--- src/rtl/winograd_io_pkg.sv ---
// Shared encodings, header layout and FSM states
// for the Winograd pad bridge.
package winograd_io_pkg;

  localparam logic KIND_DATA   = 1'b0;
  localparam logic KIND_WEIGHT = 1'b1;

  localparam int HDR_KIND_BIT = 0;
  localparam int HDR_RSVD_LSB = 1;

  function automatic int bpw_f(int data_w, int pad_w);
    return (data_w + pad_w - 1) / pad_w;
  endfunction

  typedef enum logic [1:0] {
    RX_IDLE,
    RX_COLLECT,
    RX_HOLD
  } rx_state_t;

  typedef enum logic {
    TX_IDLE,
    TX_SEND
  } tx_state_t;

endpackage

--- src/rtl/pad_serializer.sv ---
// Core result tile to pad beats, LS slice first,
// top slice of each word sign-extended.
module pad_serializer
  import winograd_io_pkg::*;
#(
  parameter int PAD_W  = 10,
  parameter int DATA_W = 16,
  parameter int N_OUT  = 4
) (
  input  logic                    clk,
  input  logic                    rst,
  input  logic [N_OUT*DATA_W-1:0] out_data,
  input  logic                    out_valid,
  output logic                    out_ready,
  output logic [PAD_W-1:0]        Z,
  output logic                    Z_vld
);

  localparam int BPW   = bpw_f(DATA_W, PAD_W);
  localparam int WBITS = BPW * PAD_W;
  localparam int NB    = N_OUT * BPW;
  localparam int CW    = $clog2(NB + 1);

  tx_state_t           st;
  logic [NB*PAD_W-1:0] ext;
  logic [NB*PAD_W-1:0] sh;
  logic [CW-1:0]       cnt;

  // Each word widened to whole beats before capture
  always_comb begin
    ext = '0;
    for (int w = 0; w < N_OUT; w++) begin
      for (int i = 0; i < WBITS; i++) begin
        if (i < DATA_W)
          ext[w*WBITS+i] = out_data[w*DATA_W+i];
        else
          ext[w*WBITS+i] = out_data[w*DATA_W+DATA_W-1];
      end
    end
  end

  always_ff @(posedge clk) begin
    if (rst) begin
      st        <= TX_IDLE;
      sh        <= '0;
      cnt       <= '0;
      Z         <= '0;
      Z_vld     <= 1'b0;
      out_ready <= 1'b1;
    end else begin
      unique case (st)
        TX_IDLE: begin
          if (out_valid && out_ready) begin
            sh        <= ext >> PAD_W;
            Z         <= ext[PAD_W-1:0];
            Z_vld     <= 1'b1;
            out_ready <= 1'b0;
            cnt       <= '0;
            st        <= TX_SEND;
          end
        end
        TX_SEND: begin
          if (cnt == CW'(NB - 1)) begin
            Z         <= '0;
            Z_vld     <= 1'b0;
            out_ready <= 1'b1;
            st        <= TX_IDLE;
          end else begin
            Z   <= sh[PAD_W-1:0];
            sh  <= sh >> PAD_W;
            cnt <= cnt + 1'b1;
          end
        end
        default: st <= TX_IDLE;
      endcase
    end
  end

endmodule

--- src/rtl/winograd_pad_bridge.sv ---
// Pad-bus bridge for a Winograd core: framed RX
// deserialiser plus TX serialiser.
module winograd_pad_bridge
  import winograd_io_pkg::*;
#(
  parameter int PAD_W  = 10,
  parameter int DATA_W = 16,
  parameter int N_IN   = 6,
  parameter int N_W    = 3,
  parameter int N_OUT  = 4
) (
  input  logic                    clk,
  input  logic                    rst,
  input  logic [PAD_W-1:0]        D,
  input  logic                    D_vld,
  output logic                    D_rdy,
  output logic [PAD_W-1:0]        Z,
  output logic                    Z_vld,
  output logic [N_IN*DATA_W-1:0]  in_data,
  output logic                    in_kind,
  output logic                    in_valid,
  input  logic                    in_ready,
  input  logic [N_OUT*DATA_W-1:0] out_data,
  input  logic                    out_valid,
  output logic                    out_ready,
  output logic                    err_hdr,
  output logic                    err_ovf
);

  localparam int BPW = bpw_f(DATA_W, PAD_W);
  localparam int WW  = $clog2(N_IN + 1);
  localparam int BW  = $clog2(BPW + 1);

  if (PAD_W < 2) begin : g_chk_pad
    $error("PAD_W must be >= 2");
  end
  if (DATA_W < 2) begin : g_chk_data
    $error("DATA_W must be >= 2");
  end
  if (N_W > N_IN) begin : g_chk_nw
    $error("N_W must be <= N_IN");
  end

  rx_state_t             st;
  logic                  kind;
  logic [WW-1:0]         wi;
  logic [WW-1:0]         wlast;
  logic [BW-1:0]         bi;
  logic [N_IN*DATA_W-1:0] data_q;
  logic [DATA_W-1:0]     word_nx;
  logic                  beat;
  logic                  hdr_ok;

  assign beat   = D_vld && D_rdy;
  assign hdr_ok = (D[PAD_W-1:HDR_RSVD_LSB] == '0);

  assign in_data = data_q;
  assign in_kind = kind;

  // Beat bits landing above DATA_W are dropped
  always_comb begin
    word_nx = data_q[wi*DATA_W +: DATA_W];
    for (int j = 0; j < PAD_W; j++) begin
      if (int'(bi) * PAD_W + j < DATA_W)
        word_nx[int'(bi)*PAD_W+j] = D[j];
    end
  end

  always_ff @(posedge clk) begin
    if (rst) begin
      st       <= RX_IDLE;
      kind     <= KIND_DATA;
      wi       <= '0;
      wlast    <= '0;
      bi       <= '0;
      data_q   <= '0;
      D_rdy    <= 1'b1;
      in_valid <= 1'b0;
      err_hdr  <= 1'b0;
      err_ovf  <= 1'b0;
    end else begin
      if (D_vld && !D_rdy)
        err_ovf <= 1'b1;
      unique case (st)
        RX_IDLE: begin
          if (beat) begin
            if (hdr_ok) begin
              kind   <= D[HDR_KIND_BIT];
              wlast  <= (D[HDR_KIND_BIT] == KIND_WEIGHT)
                        ? WW'(N_W - 1) : WW'(N_IN - 1);
              wi     <= '0;
              bi     <= '0;
              data_q <= '0;
              st     <= RX_COLLECT;
            end else begin
              err_hdr <= 1'b1;
            end
          end
        end
        RX_COLLECT: begin
          if (beat) begin
            data_q[wi*DATA_W +: DATA_W] <= word_nx;
            if (bi == BW'(BPW - 1)) begin
              bi <= '0;
              if (wi == wlast) begin
                st       <= RX_HOLD;
                D_rdy    <= 1'b0;
                in_valid <= 1'b1;
              end else begin
                wi <= wi + 1'b1;
              end
            end else begin
              bi <= bi + 1'b1;
            end
          end
        end
        RX_HOLD: begin
          if (in_ready) begin
            in_valid <= 1'b0;
            D_rdy    <= 1'b1;
            st       <= RX_IDLE;
          end
        end
        default: st <= RX_IDLE;
      endcase
    end
  end

  pad_serializer #(
    .PAD_W (PAD_W),
    .DATA_W(DATA_W),
    .N_OUT (N_OUT)
  ) u_ser (
    .clk      (clk),
    .rst      (rst),
    .out_data (out_data),
    .out_valid(out_valid),
    .out_ready(out_ready),
    .Z        (Z),
    .Z_vld    (Z_vld)
  );

endmodule

--- config.mk ---
export PLATFORM = sky130hd
export DESIGN_NAME = winograd_pad_bridge
export DESIGN_NICKNAME = d
export VERILOG_FILES = /design/src/rtl/winograd_io_pkg.sv /design/src/rtl/pad_serializer.sv /design/src/rtl/winograd_pad_bridge.sv
export SDC_FILE = /design/constraint.sdc
export NUM_CORES = 1
export LEC_CHECK = 0
export CAP_MARGIN = 0
export CORE_MARGIN = 3
export CORE_UTILIZATION = 30
export CTS_CLUSTER_SIZE = 16
export DETAILED_ROUTE_END_ITERATION = 7
export SLEW_MARGIN = 5
export SYNTH_ARGS = -nofsm -noshare
export SYNTH_HDL_FRONTEND = slang
export SYNTH_SLANG_ARGS = --single-unit
export TNS_END_PERCENT = 20
--- constraint.sdc ---
create_clock -name clk -period 6 [get_ports clk]
set_input_delay 1.2 -clock clk [delete_from_list [all_inputs] [get_ports clk]]
set_output_delay 1.2 -clock clk [all_outputs]
set_load 0.02 [all_outputs]
# Word level (Yosys, flattened, before mapping)
# Index checks and enable logic that the tools add are counted.
# word_totals
regBits,208
input_bits,79
out_inout_bits,113
# classes
add_sub_neg,13
mul,1
order_cmp,30
n_eq_ne,15
shifts,3
n_mux,92
bitwise,2
n_reduce_logical,26
# op_table
cell,n
$lt 32x6->1 const B,19
$ge 32x1->1 const B,9
$mux 96,3
$pmux 96 s2,1
$bwmux 16,10
$mux 16,10
$mux 80,2
$pmux 80 s2,1
$add 32x4->32 const B,4
$bwmux 96,1
$shift 16x34->96 const A,1
$shiftx 16x34->96,1
$shiftx 96x8->16,1
$add 32x3->32 const B,2
$demux 1 s4,9
$neg 7->34,1
$add 32x2->32 const B,1
$add 32x5->32 const B,1
$mux 1,24
$mux 10,2
$mux 2,10
$pmux 10 s2,1
$mux 3,6
$ne 2x2->1 const B,9
30 further kinds,53

# Depth between registers and ports, before layout
# Gate-level depths: netlist of run 1.
# depth
word_depth,29
ltp_mapped,12

# Hierarchy
# Synthesis of run 1 repeated with hierarchy kept, for this count alone.
# unflattened
cells_unflattened,1022
hier_area_um2,9604.2
# modules_own_cells
mod,instances,cells_each,area_per_inst_um2
winograd_pad_bridge,1,639,5921.9
pad_serializer,1,383,3682.3

# Worst setup path after synthesis of run 1
# Ideal clock, no wire load.
# synth_timing
kind,register -> register
from,reg wi[0]
to,reg data_q[67] (netlist: in_data[67])
arrival_time_ns,2.805
required_ns,5.931
setup_slack_ns,3.126
path_stages_with_launch,12
path_buffers,4
cell_sequence,dfxtp_1 > buf_4 > buf_4 > buf_2 > inv_1 > ha_1 > ha_1 > o31ai_1 > or3_4 > buf_6 > or4_4 > o21ai_1
# synth_between
elab_chain_cells,25
elab_cells_between_ends,27
cone_classes,add/sub: 1; shift: 3; mux: 23
# synth_lines
element,line,rtl
start: declaration,winograd_pad_bridge.sv:46,logic [WW-1:0] wi;
start signal: assignment,winograd_pad_bridge.sv:110,wi <= wi + 1'b1;
$shiftx 96x8->16,winograd_pad_bridge.sv:62,word_nx = data_q[wi*DATA_W +: DATA_W];
$bwmux 16,winograd_pad_bridge.sv:65,word_nx[int'(bi)*PAD_W+j] = D[j];
$mux 16,winograd_pad_bridge.sv:64,if (int'(bi) * PAD_W + j < DATA_W)
$bwmux 16,winograd_pad_bridge.sv:65,
$mux 16,winograd_pad_bridge.sv:64,
$bwmux 16,winograd_pad_bridge.sv:65,
$mux 16,winograd_pad_bridge.sv:64,
$bwmux 16,winograd_pad_bridge.sv:65,
(+9 left out),n/a,
$bwmux 16,winograd_pad_bridge.sv:65,
$mux 16,winograd_pad_bridge.sv:64,
$bwmux 16,winograd_pad_bridge.sv:65,
$mux 16,winograd_pad_bridge.sv:64,
$shiftx 16x34->96,winograd_pad_bridge.sv:102,data_q[wi*DATA_W +: DATA_W] <= word_nx;
$bwmux 96 *,winograd_pad_bridge.sv:102,
$mux 96 *,winograd_pad_bridge.sv:101,if (beat) begin
$pmux 96 s2 *,winograd_pad_bridge.sv:84,unique case (st)
end signal: indexed assignment,winograd_pad_bridge.sv:102,
end: declaration,winograd_pad_bridge.sv:49,logic [N_IN*DATA_W-1:0] data_q;
# Every way passes the cells marked *; elsewhere a longest branch is shown, timed or not. The select of a mux whose other input is x is not followed.
# A chain may end at the register's enable or synchronous reset.

# Worst setup path in the final report of run 1
# layout_timing
from,reg wi[0]
to,reg data_q[85] (netlist: in_data[85])
# Same word-level chain as after synthesis.

==> impl_metrics.env, run 1 <==
export IMPL_maxCapViolCount=0
export IMPL_finalHoldViolCount=0
export IMPL_cts_root_buf="clkbuf_16"
export IMPL_syn_avg_cell_area_sq_um=9.18
export IMPL_hold_path_class="flop to flop"
export IMPL_synth_compound_area_share_pct=25.1
export IMPL_gr_usage_all_layers_pct=18.6
export IMPL_post_cts_setup_buffer_count=0
export IMPL_syn_to_final_growth_pct=29.7
export IMPL_synth_top_cell_by_area="dfxtp_1"
export IMPL_synth_top_area_share_pct=41.1
export IMPL_synth_fp_nets=1114
export IMPL_async_reset_ff_share_pct=0
export IMPL_synth_top_family_by_area="compound AO/OA/AOI/OAI gates"
export IMPL_cts_buffer_depth=2
export IMPL_via_count=8718
export IMPL_coreArea_sq_um=30700
export IMPL_synth_edf_count=0
export IMPL_avgRoutedWirePerCell_um=20.4
export IMPL_cp_top_family="simple AND/OR/NAND/NOR gates"
export IMPL_placed_area_sq_um=11500
export IMPL_dieWidth_um=183
export IMPL_htreeDepth=4
export IMPL_antenna_found_initial=3
export IMPL_synth_area_sq_um=9360
export IMPL_setup_viol=0
export IMPL_synthAdderAreaFrac_pct=2.00
export IMPL_grt_pass1_wl_mm=48.8
export IMPL_fin_area_sq_um=12100
export IMPL_setup_tns_ps=0
export IMPL_synth_area_top_cells="dfxtp_1 (41%), mux2i_1 (8.8%), a22o_1 (5.6%)"
export IMPL_worstSetupEndpointType="flop"
export IMPL_hold_end="in_data[66]"
export IMPL_r2r_start="wi[0]"
export IMPL_syn_inst=1020
export IMPL_nNetsFinal=1260
export IMPL_leakage_nw=4.25
export IMPL_holdBufCountCts=0
export IMPL_hpwl_mm=23.2
export IMPL_maxSlewViolCount=0
export IMPL_cts_sinks=192
export IMPL_insertion_delay_ps=450
export IMPL_cp_arrival_ps=4020
export IMPL_ir_worst_vdd_v=0.000181
export IMPL_portBuffers=191
export IMPL_fmax_mhz=274
export IMPL_grt_start_max_net_pins=93
export IMPL_timing_final_crit_period_ps=3650
export IMPL_cpPeakStageDelay_ps=870
export IMPL_period_share_pct=60.9
export IMPL_dieArea_sq_um=33400
export IMPL_ios=192
export IMPL_numCtsBuffers=17
export IMPL_cts_tree="done"
export IMPL_r2r_slack_ps=2350
export IMPL_yosysUniqueCellTypes=80
export IMPL_p_per_area_nw_per_um2=237
export IMPL_die_y_um=183
export IMPL_yosysSeqAreaShare_pct=41.1
export IMPL_reg2reg_depth=7
export IMPL_cp_startpoint="wi[0]"
export IMPL_routed_wl_mm=32.2
export IMPL_yosys_warnings=0
export IMPL_ys_flop_type="dfxtp_1"
export IMPL_outcome="finished, final reports clean"
export IMPL_cpMaxStageDelayCell="dfxtp_2"
export IMPL_ant_nets=0
export IMPL_worstReg2RegEnd="in_data[85]"
export IMPL_dr_pass1_iters=8
export IMPL_worst_pin_slew_ps=1060
export IMPL_clock_skew_ps=21.6
export IMPL_cp_required_ps=6370
export IMPL_grt_pass1_vias=8243
export IMPL_final_layout_size_suffix_gt1_share_pct=7.29
export IMPL_synth_mux_area_share_pct=10.2
export IMPL_initial_utilization_pct=30.5
export IMPL_slew_headroom_pct=28.9
export IMPL_rows=64
export IMPL_drc=0
export IMPL_place_gp_congestion=0.899
export IMPL_crit_path_cell_trace="inv_1 > ha_1 > nand3_1 > nor4_1 > nand2_1 > o2bb2a_1 > o21ai_0"
export IMPL_drt_iter0_drc=769
export IMPL_cts_clk_slew_worst_paths_ps=80
export IMPL_cp_num_buf_inv=1
export IMPL_grt_setup_unrepaired="no"
export IMPL_start_kind="flop"
export IMPL_holdPathStages=2
export IMPL_overflow=0
export IMPL_synthXorXnorAreaFrac_pct=0.374
export IMPL_min_from="in_data[66]"
export IMPL_synth_seq_cells=192
export IMPL_path_class="flop to flop"
export IMPL_post_cts_resized=0
export IMPL_worstPathMaxFanout=27
export IMPL_viasPerCell=5.53
export IMPL_yosys_area_share_simple_pct=16.7
[worst min-delay path: cells and delay by family (launching register included)]
family | cells | cell delay, ps
compound gates | 1 | 50
flops | 1 | 330
simple gates | 1 | 50
[cells in the mapped netlist (all sizes together) (17+ instances only)]
cell type and n:
o21ai 60, dfxtp 192, nor2 113, mux2i 82, nor3 45, buf 44, nand2 57, a211oi 57
inv 17, a22o 60, clkbuf 35, a22oi 26, a21oi 22
[metrics by stage]
stage	power, mW	util (%)	worst slack (ps)	instances	hold slack (ps)
after detailed placement	1.72	37.6	2160	1543	452
final	2.88	39.6	2350	1576	465
after floorplan	1.58	-	3130	1020	465
after CTS	2.90	39.6	2500	1575	471
after global placement	1.72	37.6	2150	1543	454
after global routing	2.99	39.6	2130	1576	484
[where the power goes]
part / internal (mW) / switching [mW] / total (mW)
logic: 0.142 / 0.181 / 0.323
clock network: 0.610 / 0.575 / 1.18
registers: 1.33 / 0.0361 / 1.37
total: 2.08 / 0.792 / 2.88
[worst max-delay path by stage]
stage / to / cells past startpoint
detailed placement: u_ser.cnt[3] / 8
CTS: in_data[84] / 7
global route: in_data[52] / 8
floorplan: in_data[67] / 11
global placement: u_ser.cnt[3] / 8
finish: in_data[85] / 7
[registers in the layout (all words and copies together) (netlist names)]
| signal | flops |
|---|---|
| wi | 3 |
| bi | 2 |
| wlast | 2 |
| u_ser.st | 1 |
| st | 2 |
| D_rdy | 1 |
| in_valid | 1 |
| in_data | 96 |
| u_ser.Z_vld | 1 |
| err_ovf | 1 |
| u_ser.sh | 66 |
| u_ser.Z | 10 |
| u_ser.out_ready | 1 |
| u_ser.cnt | 4 |
| err_hdr | 1 |
[metal layers]
metal  GRT usage, %  share of wire [%]  up-vias
li1               -                  -     4166
met1           23.8                 42     4145
met2           30.7                 48      362
met3           4.96                8.1       41
met4           5.33                1.7        4
met5              0              0.071        -
[layout by cell type, fill, tap and decap left out, types with 4 or more instances in the layout]
cell / synthesis / layout
nand3b_1: 5 / 5
a211oi_1: 57 / 57
a22o_1: 60 / 60
o31ai_1: 4 / 4
o221ai_1: 4 / 4
a21oi_1: 20 / 20
inv_1: 17 / 17
o21ai_1: 8 / 8
ha_1: 15 / 15
or3b_2: 5 / 5
nand2b_1: 12 / 12
dfxtp_1: 192 / 190
nand4_1: 14 / 14
or2_2: 4 / 4
clkbuf_16: 0 / 17
nor2b_1: 5 / 5
o21ai_0: 52 / 52
a31oi_1: 15 / 15
o22ai_1: 8 / 8
a22oi_1: 25 / 25
a21o_1: 5 / 5
and3_1: 4 / 4
inv_6: 0 / 4
buf_4: 5 / 16
nor2_1: 113 / 112
o211ai_1: 10 / 10
nand2_1: 57 / 57
clkdlybuf4s50_1: 0 / 190
mux2i_1: 82 / 82
mux4_2: 6 / 6
nor3_1: 44 / 44
a222oi_1: 5 / 5
nand3_1: 9 / 9
a221oi_1: 10 / 10
[kinds of logic (layout without fill, tap and decap cells)]
| family | Yosys count | after routing |
|---|---|---|
| AOI/OAI and AO/OA | 319 | 319 |
| xor gates and xnor gates | 4 | 4 |
| adders and majority gates | 15 | 15 |
| buffers and inverters | 97 | 256 |
| DFF | 192 | 192 |
| muxes | 88 | 88 |
| other | 0 | 1 |
| and+or+nand+nor | 305 | 305 |
[area by class of cell]
cell class | count | area, sq um
clock inverter | 14 | 171
tap | 396 | 495
multi-input combinational | 731 | 5100
antenna | 1 | 2.50
inverter | 18 | 67.6
fill | 3017 | 18500
sequential | 192 | 3850
clock buffer | 18 | 439
timing repair buffer | 206 | 2020
Power figures use the tool's default switching activity.
==> inputs of run 2 (changes only) <==
clock period = 3.3 ns   (was 6 ns; I/O delays follow)
==> run 2 against run 1 <==
  * Power grew 86%
  * Non-clock buffer count grew 48
  * First-iteration DRC count grew 1.4%
  * Global-route usage grew 0.33 points
  * Sequential power grew 81%
  * Critical path type unchanged
  * Critical endpoint is now in_data[90]
  * Largest power group unchanged
==> impl_metrics.env, run 2 (synthesized netlist as in run 1, its figures left out) <==
export IMPL_dr_pass1_iters=6
export IMPL_coreArea_sq_um=30700
export IMPL_cp_arrival_ps=3120
export IMPL_dieWidth_um=183
export IMPL_place_gp_congestion=0.915
export IMPL_final_layout_size_suffix_gt1_share_pct=10.9
export IMPL_cts_buffer_depth=2
export IMPL_p_seq_share_pct=46.4
export IMPL_grt_pass1_vias=8552
export IMPL_num_fill_cells=3101
export IMPL_grt_start_max_net_pins=67
export IMPL_viasPerCell=5.56
export IMPL_hold_path_class="flop to flop"
export IMPL_antenna_found_initial=2
export IMPL_p_int_mw=3.83
export IMPL_combPwrFrac_pct=11.5
export IMPL_die_y_um=183
export IMPL_cts_clk_slew_worst_paths_ps=90
export IMPL_largest_register_ffs=96
export IMPL_clock_skew_ps=26.2
export IMPL_avgRoutedWirePerCell_um=19.9
export IMPL_rows=64
export IMPL_leakage_nw=4.53
export IMPL_ant_nets=0
export IMPL_setup_tns_ps=0
export IMPL_cts_sinks=192
export IMPL_outcome="finished, final reports clean"
export IMPL_grt_setup_unrepaired="no"
export IMPL_via_count=9022
export IMPL_crit_path_cell_trace="inv_1 > ha_1 > or4b_1 > o32ai_1 > a22oi_1 > a21oi_2 > a22o_1"
export IMPL_p_per_area_nw_per_um2=425
export IMPL_drc=0
export IMPL_maxCapViolCount=0
export IMPL_insertion_delay_ps=440
export IMPL_clockPowerShare_pct=42.2
export IMPL_mostFrequentLayoutCells="dfxtp_1 (190), clkdlybuf4s50_1 (190), nor2_1 (112)"
export IMPL_path_class="flop to flop"
export IMPL_dp_slack_ps=174
export IMPL_cp_num_buf_inv=1
export IMPL_slew_headroom_pct=31.9
export IMPL_initial_utilization_pct=30.5
export IMPL_fin_ws_ps=541
export IMPL_sw_frac_of_total_pct=28.3
export IMPL_hpwl_mm=24.2
export IMPL_maxSlewViolCount=0
export IMPL_drt_iter0_drc=780
export IMPL_cts_root_buf="clkbuf_16"
export IMPL_portBuffers=191
export IMPL_routed_wl_mm=32.4
export IMPL_ir_worst_vdd_v=0.000319
export IMPL_finalHoldViolCount=0
export IMPL_dieArea_sq_um=33400
export IMPL_start_kind="flop"
export IMPL_overflow=0
export IMPL_syn_to_final_growth_pct=34.2
export IMPL_period_share_pct=83.6
export IMPL_ios=192
export IMPL_post_cts_setup_buffer_count=0
export IMPL_worstPathMaxFanout=10
export IMPL_cp_required_ps=3660
export IMPL_cpPeakStageDelay_ps=520
export IMPL_grt_pass1_wl_mm=50.0
export IMPL_worst_pin_slew_ps=1020
export IMPL_htreeDepth=4
export IMPL_setup_viol=0
export IMPL_post_route_util_pct=41.0
export IMPL_placed_area_sq_um=11900
export IMPL_cp_top_family="compound AO/OA/AOI/OAI gates"
export IMPL_timing_final_crit_period_ps=2760
export IMPL_fmax_mhz=362
export IMPL_cpMaxStageDelayCell="or4b_1"
export IMPL_numCtsBuffers=17
export IMPL_gr_usage_all_layers_pct=18.9
export IMPL_worstSetupEndpointType="flop"
export IMPL_p_total_mw=5.34
export IMPL_fin_area_sq_um=12600
export IMPL_nNetsFinal=1308
export IMPL_post_cts_resized=0
export IMPL_holdBufCountCts=0
export IMPL_switching_power_mw=1.51
export IMPL_cts_tree="done"
==> run 2: cell types whose count changed in the layout (fill, tap and decap cells not counted) <==
cell | previous run | this run
buf_4 | 16 | 62
clkbuf_8 | 1 | 0
inv_12 | 0 | 3
clkinvlp_4 | 2 | 0
inv_16 | 0 | 1
clkinv_8 | 3 | 4
buf_12 | 0 | 2
inv_6 | 4 | 2
==> run 2: power by group through the flow <==
| stage | sequential, mW | clock (mW) | combinational (mW) |
|---|---|---|---|
| after CTS | 2.48 | 2.29 | 0.618 |
| after floorplan | 2.54 | 0 | 0.342 |
| final | 2.48 | 2.25 | 0.613 |
| after global routing | 2.49 | 2.39 | 0.678 |
| after global placement | 2.53 | 0 | 0.613 |
| after detailed placement | 2.53 | 0 | 0.616 |
==> run 2: path summary, 6_finish.rpt <==
check / start / endpoint / slack (ps) / cells after the start
worst min-delay path: in_data[66] / in_data[66] / 470 / 2
worst max-delay path: bi[1] / in_data[90] / 540 / 7
worst max register to register: bi[1] / in_data[90] / 540 / 7
worst min register to register: in_data[66] / in_data[66] / 470 / 2
==> run 2: worst min-delay path, cell delays in order (launching register included) <==
cell     delay, ps
dfxtp_1        330
nand2_1         50
o21ai_1         50
==> run 2: area by class of cell <==
class	count	area, sq um	area share, %
Multi-Input combinational cell	731	5100	40.6
Sequential cell	192	3850	30.6
Timing Repair Buffer	254	2410	19.2
Tap cell	396	495	3.94
Clock buffer	17	425	3.39
Clock inverter	15	224	1.78
Inverter	18	67.6	0.538
Antenna cell	1	2.50	0.0199
==> run 2: metal layers <==
layer	global-route usage [%]	routed length, um	vias up
li1	-	-	4274
met1	24.7	13600	4298
met2	30.8	15200	397
met3	4.88	2720	51
met4	5.42	777	2
met5	0	13	-
==> run 2: per-stage QoR <==
step / hold WS (ps) / cells
after floorplan: 465 / 1020
after global placement: 449 / 1591
after detailed placement: 454 / 1591
after CTS: 466 / 1623
after global routing: 487 / 1624
final: 467 / 1624
